`src/rtl/alu_share_arbiter.sv`:
```
// Round-robin front end that time-shares one external 16-bit ALU between
// N_REQ requesters and returns each captured result tagged with its owner's ID.
module alu_share_arbiter #(
  parameter int N_REQ = 2,
  parameter int ID_W  = 3
) (
  input  logic                clk,
  input  logic                rst_n,
  input  logic [N_REQ-1:0]    req_valid,
  output logic [N_REQ-1:0]    req_ready,
  input  logic [16*N_REQ-1:0] req_a,
  input  logic [16*N_REQ-1:0] req_b,
  input  logic [3*N_REQ-1:0]  req_op,
  output logic [15:0]         alu_a,
  output logic [15:0]         alu_b,
  output logic [2:0]          alu_control,
  input  logic [15:0]         alu_result,
  input  logic                alu_zero,
  output logic                rsp_valid,
  input  logic                rsp_ready,
  output logic [ID_W-1:0]     rsp_id,
  output logic [15:0]         rsp_result,
  output logic                rsp_zero,
  output logic                busy
);
  localparam int PTR_W = (N_REQ > 1) ? $clog2(N_REQ) : 1;

  typedef enum logic [1:0] {IDLE, EXEC, RESP} state_t;

  state_t           r_state;
  logic [PTR_W-1:0] r_rrPtr;
  logic [ID_W-1:0]  r_ownerId;
  logic [ID_W-1:0]  r_rspId;
  logic [15:0]      r_aluA;
  logic [15:0]      r_aluB;
  logic [2:0]       r_aluCtl;
  logic [15:0]      r_rspResult;
  logic             r_rspZero;
  logic             r_rspValid;
  logic             r_busy;

  logic             w_grantValid;
  logic [PTR_W-1:0] w_grantIdx;
  logic [PTR_W-1:0] w_nextPtr;
  logic [15:0]      w_selA;
  logic [15:0]      w_selB;
  logic [2:0]       w_selOp;

  // Scanning from the farthest offset down lets the nearest requester after r_rrPtr win.
  always_comb begin
    logic [PTR_W:0] w_sum;
    w_grantValid = 1'b0;
    w_grantIdx   = '0;
    w_sum        = '0;
    for (int k = N_REQ - 1; k >= 0; k--) begin
      w_sum = {1'b0, r_rrPtr} + (PTR_W+1)'(k);
      if (w_sum >= (PTR_W+1)'(N_REQ)) begin
        w_sum = w_sum - (PTR_W+1)'(N_REQ);
      end
      if (req_valid[w_sum[PTR_W-1:0]]) begin
        w_grantValid = 1'b1;
        w_grantIdx   = w_sum[PTR_W-1:0];
      end
    end
  end

  always_comb begin
    w_selA    = '0;
    w_selB    = '0;
    w_selOp   = '0;
    req_ready = '0;
    for (int i = 0; i < N_REQ; i++) begin
      if (w_grantIdx == PTR_W'(i)) begin
        w_selA       = req_a[16*i +: 16];
        w_selB       = req_b[16*i +: 16];
        w_selOp      = req_op[3*i +: 3];
        req_ready[i] = rst_n && w_grantValid && (r_state == IDLE);
      end
    end
  end

  assign w_nextPtr = (w_grantIdx == PTR_W'(N_REQ - 1)) ? '0 : w_grantIdx + 1'b1;

  always_ff @(posedge clk) begin
    if (!rst_n) begin
      r_state     <= IDLE;
      r_rrPtr     <= '0;
      r_ownerId   <= '0;
      r_rspId     <= '0;
      r_aluA      <= '0;
      r_aluB      <= '0;
      r_aluCtl    <= '0;
      r_rspResult <= '0;
      r_rspZero   <= 1'b0;
      r_rspValid  <= 1'b0;
      r_busy      <= 1'b0;
    end else begin
      case (r_state)
        IDLE: begin
          if (w_grantValid) begin
            r_aluA    <= w_selA;
            r_aluB    <= w_selB;
            r_aluCtl  <= w_selOp;
            r_ownerId <= ID_W'(w_grantIdx);
            r_rrPtr   <= w_nextPtr;
            r_busy    <= 1'b1;
            r_state   <= EXEC;
          end
        end
        EXEC: begin
          r_rspResult <= alu_result;
          r_rspZero   <= alu_zero;
          r_rspId     <= r_ownerId;
          r_rspValid  <= 1'b1;
          r_state     <= RESP;
        end
        RESP: begin
          if (rsp_ready) begin
            r_rspValid <= 1'b0;
            r_busy     <= 1'b0;
            r_state    <= IDLE;
          end
        end
        default: begin
          r_busy  <= 1'b0;
          r_state <= IDLE;
        end
      endcase
    end
  end

  assign alu_a       = r_aluA;
  assign alu_b       = r_aluB;
  assign alu_control = r_aluCtl;
  assign rsp_valid   = r_rspValid;
  assign rsp_id      = r_rspId;
  assign rsp_result  = r_rspResult;
  assign rsp_zero    = r_rspZero;
  assign busy        = r_busy;

endmodule

```
`config.mk`:
```
export PLATFORM = sky130hd
export DESIGN_NAME = alu_share_arbiter
export DESIGN_NICKNAME = d
export VERILOG_FILES = /design/src/rtl/alu_share_arbiter.sv
export SDC_FILE = /design/constraint.sdc
export NUM_CORES = 1
export LEC_CHECK = 0
export BUFFER_PORTS_ARGS = -buffer_cell sky130_fd_sc_hd__clkbuf_2
export CAP_MARGIN = 20
export CORE_MARGIN = 1
export CORE_UTILIZATION = 40
export CTS_BUF_LIST = sky130_fd_sc_hd__clkbuf_8
export DETAILED_ROUTE_END_ITERATION = 8
export GPL_TIMING_DRIVEN = 0
export PLACE_DENSITY = 0.8
export SETUP_SLACK_MARGIN = 0.05
export SLEW_MARGIN = 20
export SYNTH_ARGS = -nofsm -noshare
export SYNTH_HDL_FRONTEND = slang
export SYNTH_SLANG_ARGS = --single-unit
```
`constraint.sdc`:
```
create_clock -name clk -period 3.38 [get_ports clk]
set_input_delay 0.507 -clock clk [delete_from_list [all_inputs] [get_ports clk]]
set_output_delay 0.507 -clock clk [all_outputs]
set_load 0.05 [all_outputs]
```
==> results of run 1 <==
-- cell usage after synthesis (2+ instances only) --
library cell   n
nor2_1         2
buf_1          3
nor2b_1        2
nor3_1        35
dfxtp_1       59
clkbuf_1      13
buf_6          3
a221o_1       30
buf_4          2
a21boi_0      19
nand2_1       72
buf_2          6
a221o_2        5
a21o_1         2
-- path summary, 6_finish.rpt --
path,from,cells past startpoint,slack [ps],endpoint
setup / recovery,r_state[1],4,780,req_ready[0]
hold / removal,req_b[5],2,400,alu_b[5]
setup reg to reg,r_state[1],4,1680,alu_a[11]
hold reg to reg,rsp_result[1],2,460,rsp_result[1]
-- layer usage --
metal,share of wire (%),track usage [%],vias up
met5,0,0,-
li1,-,-,1276
met4,2.0,10.5,0
met3,7.9,5.71,11
met1,42,24.0,1136
met2,48,36.2,113
-- flip-flops by register name, summed over array words and instances (netlist names) --
name and flops:
alu_a 16, alu_b 16, rsp_result 16, alu_control 3, r_state 2, busy 1
r_ownerId 1, r_rrPtr 1, rsp_id 1, rsp_valid 1, rsp_zero 1
-- area by class of cell --
type	instances	area [um^2]
plain buffers	27	139
clock buffers	11	151
clock inverters	5	75.1
fillers	507	2170
inverters	1	3.75
multi-input cells	180	1090
flip-flops and latches	59	1180
well taps	72	90.1
repair buffers	148	741
-- power groups by stage --
stage	sequential, mW	clock [mW]	combinational (mW)
2_1_floorplan	1.03	0	0.166
3_3_place_gp	0.815	0	0.525
3_5_place_dp	0.814	0	0.533
4_1_cts	0.802	0.734	0.533
5_1_grt	0.809	0.765	0.565
6_report	0.802	0.716	0.531
-- worst reg2reg max path, cell delays in order, from the launching register on --
cell and delay, ps:
dfxtp_1 370, o31a_1 310, clkbuf_1 230, clkbuf_1 300, a221o_2 380
-- kinds of logic after synthesis --
kind of cell           share of synthesized area (%)
DFF                                             49.0
and+or+nand+nor                                 21.4
AOI/OAI and AO/OA                               23.5
buffers and inverters                           5.92
other                                          0.156
-- through the flow --
step	cells	setup slack, ps
2_1_floorplan	267	953
3_3_place_gp	487	859
3_5_place_dp	487	852
4_1_cts	503	747
5_1_grt	503	682
6_report	503	780
==> metrics.csv, run 1 <==
metric;value;unit
Hold-fix buffers, CTS;0;
DRT antenna net count;0;
fin crit period;2600;ps
WS Path Type;register to output pin;
clock sinks;59;
top-area cell type share of the netlist area;49.0;%
setup TNS;0;ps
WL final;6580;um
DPL Wire Length;4940;um
ANT cells;0;
cell-internal power;1.37;mW
relative slew slack;64.3;%
WL per Instance;13.1;um
Max FO, Critical Path;10;
RSZ-0062 raised after global routing;no;
Gate power share;25.9;%
Critical Path AT;2090;ps
max-slew violations;0;
die area;0.00634;mm^2
total gr overflow;0;
CTS resizes;0;
Hold Vio Cnt, Final;0;
num rows;27;
setup violators final;0;
Synth async-reset ratio;0;%
antenna violations before repair;0;
Final Cell Area;0.00347;mm^2
most common cell after layout, fill and taps aside;clkbuf_2;
Period Utilization, post-route;76.9;%
Synth cell types;27;
Syn Area/Cell;9.06;um^2
global placer's final weighted congestion;0.778;
post-synthesis cell area;0.00241;mm^2
area grow syn2layout;44.0;%
first-pass GRT wire length;10300;um
Leakage;1.69;nW
largest net degree at the start of global routing;11;
Fmax;0.385;GHz
CTS root buffer;clkbuf_8;
peak supply drop;0.273;mV
worst skew pair latency;330;ps
endpoint class of the critical path;output pin;
Top Family by Delay on Critical Path;buffers and inverters;
total CTS buffers;9;
height of the die;79.6;um
startpoint types;register;
Min-Delay Path Class;primary input to register;
clock tree from TritonCTS;done;
buffer depth of the longest clock path;2;
CTS clk-pin slew, worst paths;70;ps
DRC Markers;0;
max cap viols;0;
Nets;518;
sequential-to-total area share from yosys stat;49.0;%
buffers added on ports;148;
Area contributors post-synth;dfxtp_1 49%, a221o_1 12%, nand2_1 11%, nor3_1 7.3%, a21boi_0 5.9%;
Die W;79.6;um
H-Tree Depth;3;
Area after DPL;0.00324;mm^2
fraction of layout cells with a size suffix above 1;42.5;%
Crit path buffers/inverters;2;
post-synthesis register bit count;59;
largest area contributor in the netlist;dfxtp_1;
vias post-DR;2536;
Fin Hold WS;396;ps
Post-CTS Setup Bufs;0;
Final Util;61.5;%
Post-Synthesis Cells;266;
vias in the first global route;2358;
Critical Path RT;2870;ps
initial detailed-routing violation count;97;
outcome;completed;
Post-synth top flop;dfxtp_1;
Crit path largest cell delay;450;ps
Via density;5.04;
most frequent cells in the layout;148 x clkbuf_2, 72 x nand2_1, 59 x dfxtp_1, 35 x nor3_1, 30 x a221o_1;
Worst Skew;6.58;ps
EDFF count, synth;0;
Pwr Total;2.05;mW
Power Density;590;mW/mm^2
Clk network pwr share;35.0;%
Worst-Margin Slew;534;ps
Total GRT Usage;21.1;%
YS warnings;0;
critical-path cell list;or3b_4 -> a211oi_4 -> buf_6 -> clkbuf_2;
Psw;0.676;mW
critical path's slowest cell;a211oi_4;
TritonRoute pass-1 iters;4;
Seq pwr share;39.1;%
Sw Ratio;33.0;%
io pins;151;
Core Region;0.00564;mm^2
Initial Util;42.7;%
(Power assumes the default switching activity.)
==> inputs of run 2 (changes only) <==
- ABC_AREA: not set -> 1
- PLACE_DENSITY: 0.8 -> 0.82
- clock period: 3.38 -> 2.2 ns (I/O delays scaled with it)
==> run 2 against run 1 <==
  * Combinational power is 87% higher
  * First-iteration DRC count is 47% higher
  * Die area is 4.7% higher
  * Core utilization is 1.2 points lower
  * Register-to-register slack worse by 800 ps
  * Cell count is 11% higher
  * Synthesized area is 4.8% higher
  * Sequential power is 57% higher
  * Non-clock buffer count is 2 higher
==> metrics.csv, run 2 <==
metric;value;unit
WS Path Type;register to output pin;
CTS clk-pin slew, worst paths;70;ps
YS warnings;0;
fin crit period;1980;ps
RSZ-0062 raised after global routing;no;
Clk network pwr share;33.2;%
most common cell after layout, fill and taps aside;clkbuf_2;
num rows;28;
total CTS buffers;9;
DRT antenna net count;0;
Power Density;933;mW/mm^2
DRC Markers;0;
Psw;1.21;mW
crit path from;r_rrPtr;
Worst R2R Setup Slack;880;ps
Placed Cells;539;
WL final;7580;um
ANT cells;0;
EDFF count, synth;0;
first-pass GRT wire length;11600;um
post-synthesis cell area;0.00253;mm^2
DPL Wire Length;5570;um
Initial Util;42.2;%
Worst Skew;8.06;ps
peak supply drop;0.475;mV
Reg2Reg Launch Point;r_state[1];
Post-Synthesis Cells;315;
top-area cell type share of the netlist area;46.8;%
Final Cell Area;0.00361;mm^2
Critical Path RT;1870;ps
worst skew pair latency;330;ps
H-Tree Depth;3;
Worst Hold Depth;3;
Place WS;361;ps
R2R depth;7;
post-synthesis register bit count;59;
hold endpoint;rsp_result[1];
clock tree from TritonCTS;done;
reg2reg end;alu_b[13];
Syn Area/Cell;8.02;um^2
io pins;151;
Via density;5.07;
Max FO, Critical Path;10;
Sw Ratio;35.9;%
Total GRT Usage;23.0;%
die area;0.00664;mm^2
Area contributors post-synth;dfxtp_1 47%, nand3_1 29%, nor2_1 5.8%, buf_6 4.0%, o21ai_0 3.6%;
height of the die;81.5;um
startpoint types;register;
Fin Hold WS;221;ps
Final Util;60.3;%
Seq pwr share;37.3;%
fraction of layout cells with a size suffix above 1;41.7;%
total gr overflow;0;
WL per Instance;13.6;um
global placer's final weighted congestion;0.716;
Synth cell types;20;
Die W;81.5;um
cell-internal power;2.16;mW
Min-Delay Path Class;primary input to register;
Synth async-reset ratio;0;%
Fmax;0.505;GHz
Nets;569;
max-slew violations;0;
Period Utilization, post-route;90.0;%
setup violators final;0;
Pwr Total;3.37;mW
final worst slack;220;ps
TritonRoute pass-1 iters;4;
endpoint class of the critical path;output pin;
Critical Path AT;1650;ps
buffers added on ports;148;
Synth top cells by count;144 x nand3_1, 59 x dfxtp_1, 39 x nor2_1, 18 x o21ai_0, 9 x buf_6;
Hold Vio Cnt, Final;0;
most frequent cells in the layout;147 x clkbuf_2, 144 x nand3_1, 59 x dfxtp_1, 39 x nor2_1, 18 x o21ai_0;
clock sinks;59;
top-count cell post-synth;nand3_1;
Post-synth top flop;dfxtp_1;
largest area contributor in the netlist;dfxtp_1;
area grow syn2layout;43.1;%
largest net degree at the start of global routing;11;
setup TNS;0;ps
Gate power share;29.5;%
max cap viols;0;
sequential-to-total area share from yosys stat;46.8;%
Area after DPL;0.00336;mm^2
vias in the first global route;2503;
HP Start;alu_result[1];
outcome;completed;
antenna violations before repair;0;
initial detailed-routing violation count;143;
vias post-DR;2826;
Leakage;1.89;nW
Post-Layout Cell Count;557;
buffer depth of the longest clock path;2;
Core Region;0.00599;mm^2
CTS root buffer;clkbuf_8;
==> run 2: power groups by stage <==
stage | clock, mW | combinational [mW] | sequential, mW
final | 1.12 | 0.995 | 1.26
after global routing | 1.18 | 1.06 | 1.27
after CTS | 1.14 | 0.992 | 1.26
after detailed placement | 0 | 0.991 | 1.28
after global placement | 0 | 0.978 | 1.28
after floorplan | 0 | 0.313 | 1.67
==> run 2: layout make-up <==
type | count | area, um^2
sequential | 59 | 1180
timing repair buffer | 151 | 766
inverter | 10 | 40.0
fill | 578 | 2380
tap | 75 | 93.8
multi-input combinational | 220 | 1100
clock buffer | 11 | 151
buffer | 26 | 204
clock inverter | 5 | 76.3
==> run 2: layer usage <==
layer	vias to the layer above	global-route usage, %	routed length (um)
met5	-	0	0
li1	1408	-	-
met2	133	37.5	3620
met1	1279	28.8	3290
met4	0	10.0	55
met3	6	5.67	617
==> run 2: cell families after synthesis <==
family	after synthesis	synth area share (%)
flip-flops	59	46.8
AND/OR/NAND/NOR	196	38.5
AO/OA/AOI/OAI	22	4.80
other	1	0.148
buffers and inverters	37	9.76
==> run 2: worst max-delay path by stage <==
stage	end	depth (start not counted)	slack, ps
finish	req_ready[1]	6	220
global route	req_ready[1]	6	70
CTS	req_ready[1]	7	90
detailed placement	req_ready[0]	7	360
global placement	req_ready[0]	7	360
floorplan	req_ready[0]	6	610
==> run 2: critical path, stage by stage (launching register included) <==
cell	delay (ps)
dfxtp_1	400
nor2_1	100
nor2_4	200
buf_4	220
nand2_1	80
inv_1	50
buf_2	250
==> run 2: repair_timing <==
action,CTS,global route
gates resized for setup,0,4
hold buffers,0,0
setup endpoints to repair,0,2
buffers inserted,0,3
